## src/rtl/regfile_dump_load.sv

```systemverilog
// regfile_dump_load
//   Bulk access initiator for a NUM_REGS x DATA_W register file. A DUMP
//   command reads a contiguous (wrapping) run of registers and streams them
//   out on a valid/ready port; a LOAD command writes words taken from a
//   valid/ready input stream into consecutive (wrapping) registers.
//
// Ports
//   clk, rst                      clock (rising edge), async active-high reset
//   cmd_valid/cmd_ready           command handshake (accepted only in IDLE)
//   cmd_op                        0 = DUMP, 1 = LOAD
//   cmd_first, cmd_count          first address, register count (clamped to NUM_REGS)
//   rf_rd_addr, rf_rd_data        register file read port (combinational read)
//   rf_wr_en/addr/data            register file write port
//   dout_valid/ready/data/last    dump output stream (dout_data registered)
//   din_valid/ready/data          load input stream
//   busy                          high whenever not IDLE
//   done                          one-cycle pulse when a command completes
//
// Configuration
//   REGFILE_R0_PROTECT_EN  when defined, LOAD words addressed to register 0
//                          are accepted and counted but not written.
//
// state   | meaning
// --------+-------------------------------------------------------------
// IDLE    | waiting for a command, cmd_ready high
// DUMP_RD | read rf at cur_addr into the dout_data register
// DUMP_TX | present dout_data on the stream, wait for dout_ready
// LOAD    | accept din words, write each to rf at cur_addr
// DONE    | one-cycle done pulse, then back to IDLE

module regfile_dump_load #(
    parameter int DATA_W   = 16,
    parameter int ADDR_W   = 4,
    parameter int NUM_REGS = 16
) (
    input  logic              clk,
    input  logic              rst,
    input  logic              cmd_valid,
    output logic              cmd_ready,
    input  logic              cmd_op,
    input  logic [ADDR_W-1:0] cmd_first,
    input  logic [ADDR_W:0]   cmd_count,
    output logic [ADDR_W-1:0] rf_rd_addr,
    input  logic [DATA_W-1:0] rf_rd_data,
    output logic              rf_wr_en,
    output logic [ADDR_W-1:0] rf_wr_addr,
    output logic [DATA_W-1:0] rf_wr_data,
    output logic              dout_valid,
    input  logic              dout_ready,
    output logic [DATA_W-1:0] dout_data,
    output logic              dout_last,
    input  logic              din_valid,
    output logic              din_ready,
    input  logic [DATA_W-1:0] din_data,
    output logic              busy,
    output logic              done
);

    typedef enum logic [2:0] {
        S_IDLE    = 3'd0,
        S_DUMP_RD = 3'd1,
        S_DUMP_TX = 3'd2,
        S_LOAD    = 3'd3,
        S_DONE    = 3'd4
    } state_t;

    localparam logic [ADDR_W:0]   NUM_REGS_C = (ADDR_W+1)'(NUM_REGS);
    localparam logic [ADDR_W:0]   REM_ONE    = (ADDR_W+1)'(1);
    localparam logic [ADDR_W-1:0] ADDR_ONE   = ADDR_W'(1);

    state_t            state, state_nxt;
    logic [ADDR_W-1:0] cur_addr, cur_addr_nxt;
    logic [ADDR_W:0]   remaining, remaining_nxt;
    logic [DATA_W-1:0] dout_q, dout_nxt;
    logic [ADDR_W:0]   count_clamped;
    logic              wr_blocked;

    assign count_clamped = (cmd_count > NUM_REGS_C) ? NUM_REGS_C : cmd_count;

`ifdef REGFILE_R0_PROTECT_EN
    assign wr_blocked = (cur_addr == '0);
`else
    assign wr_blocked = 1'b0;
`endif

    // NUM_REGS == 2**ADDR_W, so the natural ADDR_W-bit increment wraps correctly.
    assign rf_rd_addr = cur_addr;
    assign rf_wr_addr = cur_addr;
    assign dout_data  = dout_q;
    assign busy       = (state != S_IDLE);

    always_ff @(posedge clk or posedge rst) begin
        if (rst) begin
            state     <= S_IDLE;
            cur_addr  <= '0;
            remaining <= '0;
            dout_q    <= '0;
        end else begin
            state     <= state_nxt;
            cur_addr  <= cur_addr_nxt;
            remaining <= remaining_nxt;
            dout_q    <= dout_nxt;
        end
    end

    always_comb begin
        state_nxt     = state;
        cur_addr_nxt  = cur_addr;
        remaining_nxt = remaining;
        dout_nxt      = dout_q;
        cmd_ready     = 1'b0;
        dout_valid    = 1'b0;
        dout_last     = 1'b0;
        din_ready     = 1'b0;
        rf_wr_en      = 1'b0;
        rf_wr_data    = '0;
        done          = 1'b0;

        case (state)
            S_IDLE: begin
                cmd_ready = 1'b1;
                if (cmd_valid) begin
                    cur_addr_nxt  = cmd_first;
                    remaining_nxt = count_clamped;
                    if (count_clamped == '0)
                        state_nxt = S_DONE;
                    else if (cmd_op)
                        state_nxt = S_LOAD;
                    else
                        state_nxt = S_DUMP_RD;
                end
            end
            S_DUMP_RD: begin
                dout_nxt  = rf_rd_data;
                state_nxt = S_DUMP_TX;
            end
            S_DUMP_TX: begin
                dout_valid = 1'b1;
                dout_last  = (remaining == REM_ONE);
                if (dout_ready) begin
                    cur_addr_nxt  = cur_addr + ADDR_ONE;
                    remaining_nxt = remaining - REM_ONE;
                    state_nxt     = (remaining == REM_ONE) ? S_DONE : S_DUMP_RD;
                end
            end
            S_LOAD: begin
                din_ready  = 1'b1;
                rf_wr_en   = din_valid && !wr_blocked;
                rf_wr_data = din_data;
                if (din_valid) begin
                    cur_addr_nxt  = cur_addr + ADDR_ONE;
                    remaining_nxt = remaining - REM_ONE;
                    if (remaining == REM_ONE)
                        state_nxt = S_DONE;
                end
            end
            S_DONE: begin
                done      = 1'b1;
                state_nxt = S_IDLE;
            end
            default: state_nxt = S_IDLE;
        endcase
    end

endmodule
```

## config.mk

```make
export PLATFORM = sky130hd
export DESIGN_NAME = regfile_dump_load
export DESIGN_NICKNAME = d
export VERILOG_FILES = /design/src/rtl/regfile_dump_load.sv
export SDC_FILE = /design/constraint.sdc
export NUM_CORES = 1
export LEC_CHECK = 0
export CAP_MARGIN = 20
export CORE_MARGIN = 5
export CORE_UTILIZATION = 38
export DETAILED_ROUTE_END_ITERATION = 10
export PLACE_DENSITY = 0.83
export SETUP_SLACK_MARGIN = 0.02
export SLEW_MARGIN = 20
export SYNTH_ARGS = -nofsm -noshare
export SYNTH_HDL_FRONTEND = slang
export SYNTH_SLANG_ARGS = --single-unit
```

## constraint.sdc

```tcl
create_clock -name clk -period 2.25 [get_ports clk]
set_input_delay 0.225 -clock clk [delete_from_list [all_inputs] [get_ports clk]]
set_output_delay 0.225 -clock clk [all_outputs]
set_load 0.02 [all_outputs]
```

== Yosys cells after proc, flatten, opt, wreduce, memory -nomap -nowiden ==
Index checks and enable logic that the tools add are counted.

* Bits in registers: 28
* Bits in latches: 0
* Memory bits (writable): 0
* ROM bits: 0
* Input bits: 47
* Output and inout port bits: 47
* Memories: 0

* Add/sub/neg operators: 2
* Multipliers: 0
* Divide/modulo/power cells: 0
* Order comparisons: 1
* Equal/unequal tests: 9
* Shifts and indexed selects: 0
* Muxes and demuxes: 24
* Bitwise logic cells: 0
* Reduce and logical (&&, ||, !) cells: 6

{| class="wikitable"
|+ Operators with widths
! cell !! number
|-
| $mux 5 || 4
|-
| $mux 3 || 6
|-
| $mux 16 || 1
|-
| $pmux 5 s3 || 1
|-
| $mux 4 || 3
|-
| $pmux 3 s4 || 1
|-
| $pmux 4 s3 || 1
|-
| $ne 2x2->1 const B || 4
|-
| $reduce_and 4->1 || 2
|-
| $eq 3x2->1 const B || 2
|-
| $mux 1 || 6
|-
| $reduce_bool 3->1 || 2
|-
| $eq 5x1->1 const B || 1
|-
| $gt 5x5->1 const B || 1
|-
| $logic_not 5->1 || 1
|-
| $sub 5x1->5 const B || 1
|-
| $add 4x1->4 const B || 1
|-
| $eq 3x1->1 const B || 1
|-
| $eq 3x3->1 const B || 1
|-
| $logic_not 3->1 || 1
|-
| $mux 2 || 1
|}

== Longest topological paths before layout ==
Gate-level depths: netlist (run 1).

* Word-level depth: 6
* Mapped depth: 5

== Worst setup path before layout (run 1) ==
OpenSTA, ideal clock, no wires.

* Path kind: reg2out
* Start point: register remaining[1]
* End point: output port dout_last
* Arrival time: 1.495 ns
* Data required time: 2.025 ns
* Path slack: 0.530 ns
* Cell stages (with the launch flop): 5
* Buffers on the path: 0
* Path through: dfrtp_1 inv_1 ha_1 or4b_1 nor3_1

* Cells in the longest elaborated chain, start to end: 2

{| class="wikitable"
|+ Ends and longest elaborated chain
! element !! RTL line !! RTL
|-
| from (decl) || 73 || <nowiki>logic [ADDR_W:0] remaining, remaining_nxt;</nowiki>
|-
| from (signal assigned) || 101 || <nowiki>remaining <= remaining_nxt;</nowiki>
|-
| $eq 5x1->1 || 139 || <nowiki>dout_last = (remaining == REM_ONE);</nowiki>
|-
| $mux 1 || 119 || <nowiki>case (state)</nowiki>
|-
| to (decl) || 51 || <nowiki>output logic dout_last,</nowiki>
|}

No other way between the ends.

== Final worst setup path (run 1) ==
* Start point: register state[2]
* End point: output port rf_wr_data[1]

* Cells in the longest elaborated chain, start to end: 2

{| class="wikitable"
|+ Ends and longest elaborated chain
! element !! RTL line !! RTL
|-
| from (decl) || 71 || <nowiki>state_t state, state_nxt;</nowiki>
|-
| from (signal assigned) || 99 || <nowiki>state <= state_nxt;</nowiki>
|-
| $eq 3x2->1 || 119 ||
|-
| $mux 16 || 119 ||
|-
| to (decl) || 47 || <nowiki>output logic [DATA_W-1:0] rf_wr_data,</nowiki>
|}

No other way between the ends.

==> out/results.txt, run 1 <==
Setup bufs post-CTS: 0
Initial Util: 0.386
Post-CTS sizing: 1
Slew @ Worst Pin: 582 ps
Largest net degree at the start of global routing: 29
WS Path Type: reg -> out
Vias post-DR: 1,533
Yosys warning total: 0
Die width: 76.3 um
Type of origin of the critical path: flip-flop
Setup slack after layout: 137 ps
Area of the multi-input gates: 851 um^2
Leak: 1.16 nW
Maximum VDD drop: 0.832 mV
Layout Cell Area excl Fill: 2700 um^2
Crit share post-route: 0.939
CP max FO: 19
HP Class: in -> async
Die Area: 5820 um^2
CTS Buf Count: 3
Detailed Route WL: 4460 um
Max cap viols: 0
Fin. Hold Viols: 0
Status: completed
Synth Net Count: 206
Area after DPL: 2650 um^2
CTS root buf: clkbuf_8
Register area share after synthesis: 0.419
Final Critical Period: 2110 ps
Grt ovf: 0
# diodes: 0
Worst skew pair latency: 270 ps
Port Buffers: 93
# IOs: 94
Routability Congestion: 0.898
Fin Clk Skew: 5.81 ps
Hpwl dp: 3540 um
Maximum clock insertion buffer count: 2
Post-synth EDFFs: 0
Routed length per placed instance: 14.9 um
Most frequent cells in the layout: clkdlybuf4s50_1 (92), dfrtp_1 (28), and3_1 (17), mux2_1 (16), inv_1 (10)
Commonest non-fill, non-tap cell in the layout: clkdlybuf4s50_1
Core area: 4320 um^2
Initial antenna violation count: 0
Slew Limit Headroom: 0.607
DRC Markers: 0
Slew Limit Fails: 0
Number of global-route vias before repair: 1,459
CTS tree: done
Endpoints failing setup: 0
# fillers: 385
Hold_buf cts: 0
Layout cell share with drive strength beyond 1: 0.0850
RSZ-0062 raised after global routing: false
Final net count: 298
Async SR Flop Fraction: 1.00
First-pass GRT wire length: 7450 um
GRT Total Usage: 0.152
Syn Area/Cell: 10.7 um^2
Syn-to-layout area delta: 61.6%
# H-tree levels: 1
WP data required: 2030 ps
Seq cells post-synth: 28
Via density: 5.13
Site Rows: 24
Post-route ant nets: 0
Clock sink count: 28
Drt pass-1 iters: 4
Critical path endpoint category: output port
Setup slack at placement: 154 ps
Cell count after synthesis: 156
Post-route setup TNS: 0 ps
Clock transition at path regs: 90 ps
CP Data Arrival Time: 1890 ps
Synth Flop Type: dfrtp_1
Mapped cell area: 1670 um^2
Initial DRC count: 114
PwrDens: 1370 nW/um^2
Reg area: 701 um^2
Max Clk Rate: 0.473 GHz
Die height: 76.3 um
Synth cell types: 41
cells in the mapped netlist, types with 3 or more instances:
cell type	instances	area, um^2
nand2b_1	3	18.8
inv_1	10	37.5
clkbuf_1	5	18.8
buf_4	7	52.6
a21oi_1	4	20.0
mux2_2	4	45.0
nor3_1	5	25.0
ha_1	3	37.5
mux2_1	16	180
and3_1	17	106
nand3_1	4	20.0
nor2_1	6	22.5
a211oi_1	3	22.5
a32o_1	4	40.0
mux2i_1	5	50.1
dfrtp_1	28	701
sequential cells by signal (all words and copies together) (netlist names):
signal / flops
remaining: 5
rf_rd_addr: 4
dout_data: 16
state: 3
stage by stage:
step	hold WS (ps)	instances	util	power [mW]
after floorplan	290	156	-	2.45
after global placement	468	295	0.612	3.39
after detailed placement	474	295	0.612	3.43
after CTS	317	299	0.624	3.74
after global routing	349	299	0.624	3.97
final	301	299	0.624	3.71
critical path, stage by stage (launching register included):
cell	delay, ps
dfrtp_1	480
nor2b_1	140
buf_4	210
and3_1	170
clkdlybuf4s50_1	610
cell type report:
cell class,instances,share of cell area
repair buffers,101,0.367
clock buffers,4,0.0204
multi-input cells,104,0.315
inverters,10,0.0139
flip-flops and latches,28,0.259
well taps,52,0.0241
power breakdown:
group / internal (mW) / total, mW / switching [mW] / leakage [nW]
Clock: 0.157 / 0.306 / 0.149 / 0.0288
Combinational: 1.24 / 2.45 / 1.21 / 0.793
Sequential: 0.760 / 0.961 / 0.201 / 0.335
Total: 2.15 / 3.71 / 1.56 / 1.16
logic make-up (layout without fill, tap and decap cells):
group                      count (synthesis)  in the layout  synth area share
muxes                                     27             27             0.182
AOI/OAI and AO/OA                         22             22             0.104
adders and majority gates                  3              3            0.0225
and+or+nand+nor                           52             52             0.201
buffers and inverters                     24            115            0.0712
DFF                                       28             28             0.419
per-layer routing:
layer	part of all wire	global-route usage
met5	0	0
met1	0.43	0.206
met4	0.0088	0.0262
met2	0.50	0.253
met3	0.055	0.0331
path summary, 6_finish.rpt:
| check | depth (start not counted) | from | end | slack [ps] |
|---|---|---|---|---|
| hold reg to reg | 1 | dout_data[6] | dout_data[6] | 490 |
| min in group clk | 1 | dout_data[6] | dout_data[6] | 490 |
| setup / recovery | 4 | state[2] | rf_wr_data[1] | 140 |
| hold / removal | 3 | rst | dout_data[11] | 300 |
| max in group asynchronous | 3 | rst | remaining[4] | 1680 |
| setup reg to reg | 3 | state[0] | rf_rd_addr[1] | 530 |
Power figures use the tool's default switching activity.
==> run 2: changes to the inputs <==
--- a/config.mk
+++ b/config.mk
@@ -6,12 +6,13 @@
 export NUM_CORES = 1
 export LEC_CHECK = 0
 export CAP_MARGIN = 20
+export CELL_PAD_IN_SITES_DETAIL_PLACEMENT = 1
+export CELL_PAD_IN_SITES_GLOBAL_PLACEMENT = 2
 export CORE_MARGIN = 5
-export CORE_UTILIZATION = 38
+export CORE_UTILIZATION = 22
 export DETAILED_ROUTE_END_ITERATION = 10
 export PLACE_DENSITY = 0.83
 export SETUP_SLACK_MARGIN = 0.02
-export SLEW_MARGIN = 20
 export SYNTH_ARGS = -nofsm -noshare
 export SYNTH_HDL_FRONTEND = slang
 export SYNTH_SLANG_ARGS = --single-unit
==> run 2 against run 1 <==
Utilization decreased by 24 points. Wire length increased by 24%. Final cell count increased by 16%. Sequential share of layout area decreased by 0.76 points. Via count increased by 4.8%. Critical path type unchanged. Largest cell class unchanged.
==> out/results.txt, run 2 (synthesis results as in run 1) <==
Core area: 7330 um^2 (+70%)
Detailed Route WL: 5540 um (+24%)
WP data required: 2030 ps (about the same)
WS Path Type: reg -> out
Initial DRC count: 53 (-54%)
Cell count after placement: 344 (+17%)
Leak: 1.17 nW (+1.3%)
Via density: 4.61 (-10%)
DRC Markers: 0 (unchanged)
Number of global-route vias before repair: 1,764 (+21%)
Fin. Hold Viols: 0 (unchanged)
Area after DPL: 2720 um^2 (+2.8%)
Reg area: 702 um^2 (+0.18%)
CP max stage delay: 600 ps (about the same)
Worst skew pair latency: 280 ps (about the same)
Site Rows: 31 (+29%)
CTS Buf Count: 3 (unchanged)
# H-tree levels: 1 (unchanged)
CP max-delay cell: clkdlybuf4s50_1
Type of origin of the critical path: flip-flop
Buf+Inv Stages, Crit Path: 2 (unchanged)
Fin Clk Skew: 2.27 ps (-3.54 ps)
PwrDens: 1390 nW/um^2 (+1.4%)
Post-route ant nets: 0 (unchanged)
Setup bufs post-CTS: 0 (unchanged)
Post-route setup TNS: 0 ps (unchanged)
Die height: 97.1 um (+27%)
Layout cell share with drive strength beyond 1: 0.100 (+0.0154)
CTS tree: done
Cell family with most CP delay: buffers and inverters
Final Critical Period: 2120 ps (+4.85 ps)
Maximum VDD drop: 0.636 mV (-24%)
Max cap viols: 0 (unchanged)
# IOs: 94 (unchanged)
Critical Path, Cell by Cell: or3_1, inv_1, clkdlybuf4s50_1
CP Data Arrival Time: 1890 ps (about the same)
Status: completed
Clock sink count: 28 (unchanged)
Max reg flops: 16 (unchanged)
Die Area: 9440 um^2 (+62%)
RSZ-0062 raised after global routing: false
Crit share post-route: 0.941 (+0.00216)
Grt ovf: 0 (unchanged)
Largest net degree at the start of global routing: 29 (unchanged)
Port Buffers: 93 (unchanged)
Layout Cell Area excl Fill: 2790 um^2 (+3.2%)
Routed length per placed instance: 15.9 um (+6.8%)
Vias post-DR: 1,606 (+4.8%)
Die width: 97.1 um (+27%)
Initial Util: 0.228 (-0.158)
GRT Total Usage: 0.117 (-0.0350)
Slew @ Worst Pin: 395 ps (-187 ps)
Hold_buf cts: 0 (unchanged)
Area of the multi-input gates: 851 um^2 (unchanged)
Slew Limit Fails: 0 (unchanged)
Drt pass-1 iters: 4 (unchanged)
Non-Filler Instances: 348 (+16%)
Clock transition at path regs: 100 ps (about the same)
# fillers: 816 (+110%)
Max Clk Rate: 0.472 GHz (-0.23%)
Setup slack after layout: 132 ps (-4.85 ps)
HP Class: in -> async
Commonest non-fill, non-tap cell in the layout: clkdlybuf4s50_1
Maximum clock insertion buffer count: 2 (unchanged)
Critical path endpoint category: output port
CP max FO: 11 (-8)
Slew Limit Headroom: 0.731 (+0.125)
Endpoints failing setup: 0 (unchanged)
Hold WS: 315 ps (+14.7 ps)
CTS root buf: clkbuf_8
Syn-to-layout area delta: 66.8%
# diodes: 0 (unchanged)
First-pass GRT wire length: 9240 um (+24%)
Routability Congestion: 0.749 (-17%)
Most frequent cells in the layout: clkdlybuf4s50_1 (92), dfrtp_1 (27), and3_1 (17), mux2_1 (16)
Initial antenna violation count: 0 (unchanged)
Hpwl dp: 4370 um (+24%)
Final net count: 300 (+0.67%)
Setup slack at placement: 137 ps (-16.5 ps)
[run 2: cell count changes in the layout (fill, tap and decap cells not counted)]
cell and delta:
buf_4 +2, bufinv_16 +1, clkbuf_2 +1, clkbuf_8 -1, clkdlybuf4s15_1 -1, dfrtp_1 -1
dfrtp_2 +1
[run 2: report_power, final]
group          internal [mW]  switching (mW)  total, mW
Sequential             0.760           0.219      0.978
Combinational           1.26            1.25       2.50
Clock                  0.238           0.168      0.406
[run 2: final timing paths]
path / startpoint / to / slack [ps] / depth (start not counted)
hold reg to reg: dout_data[2] / dout_data[2] / 490 / 1
hold / removal: rst / dout_data[13] / 320 / 3
max in group asynchronous: rst / state[2] / 1630 / 3
min in group clk: dout_data[2] / dout_data[2] / 490 / 1
setup reg to reg: state[0] / rf_rd_addr[1] / 510 / 3
setup / recovery: state[0] / cmd_ready / 130 / 3
[run 2: cell type report]
class                           count  area share
Clock inverter                      1      0.0108
Multi-Input combinational cell    104       0.305
Tap cell                           99      0.0445
Timing Repair Buffer              103       0.359
Clock buffer                        3      0.0148
Inverter                           10      0.0135
Sequential cell                    28       0.252
[run 2: timing repair]
action / in CTS / in global routing
hold endpoints to repair: 0 / 0
endpoints found under the setup margin: 1 / 6
resized for setup: 1 / 4
[run 2: layer usage]
metal | part of all wire | track usage | wire (um) | vias up
li1 | - | - | - | 753
met1 | 0.43 | 0.147 | 2370 | 804
met2 | 0.52 | 0.205 | 2870 | 47
met3 | 0.049 | 0.0287 | 269 | 2
met4 | 0.0042 | 0.0194 | 23 | 0
met5 | 0 | 0 | 0 | -
[run 2: stage by stage]
stage          total power [mW]   util
5_1_grt                    4.17  0.380
2_1_floorplan              2.45      -
6_report                   3.89  0.380
3_3_place_gp               3.47  0.371
3_5_place_dp               3.53  0.371
4_1_cts                    3.95  0.380
[run 2: tightest hold or removal path, cell delays in order]
cell and delay [ps]:
clkdlybuf4s50_1 390, inv_1 50, buf_4 350
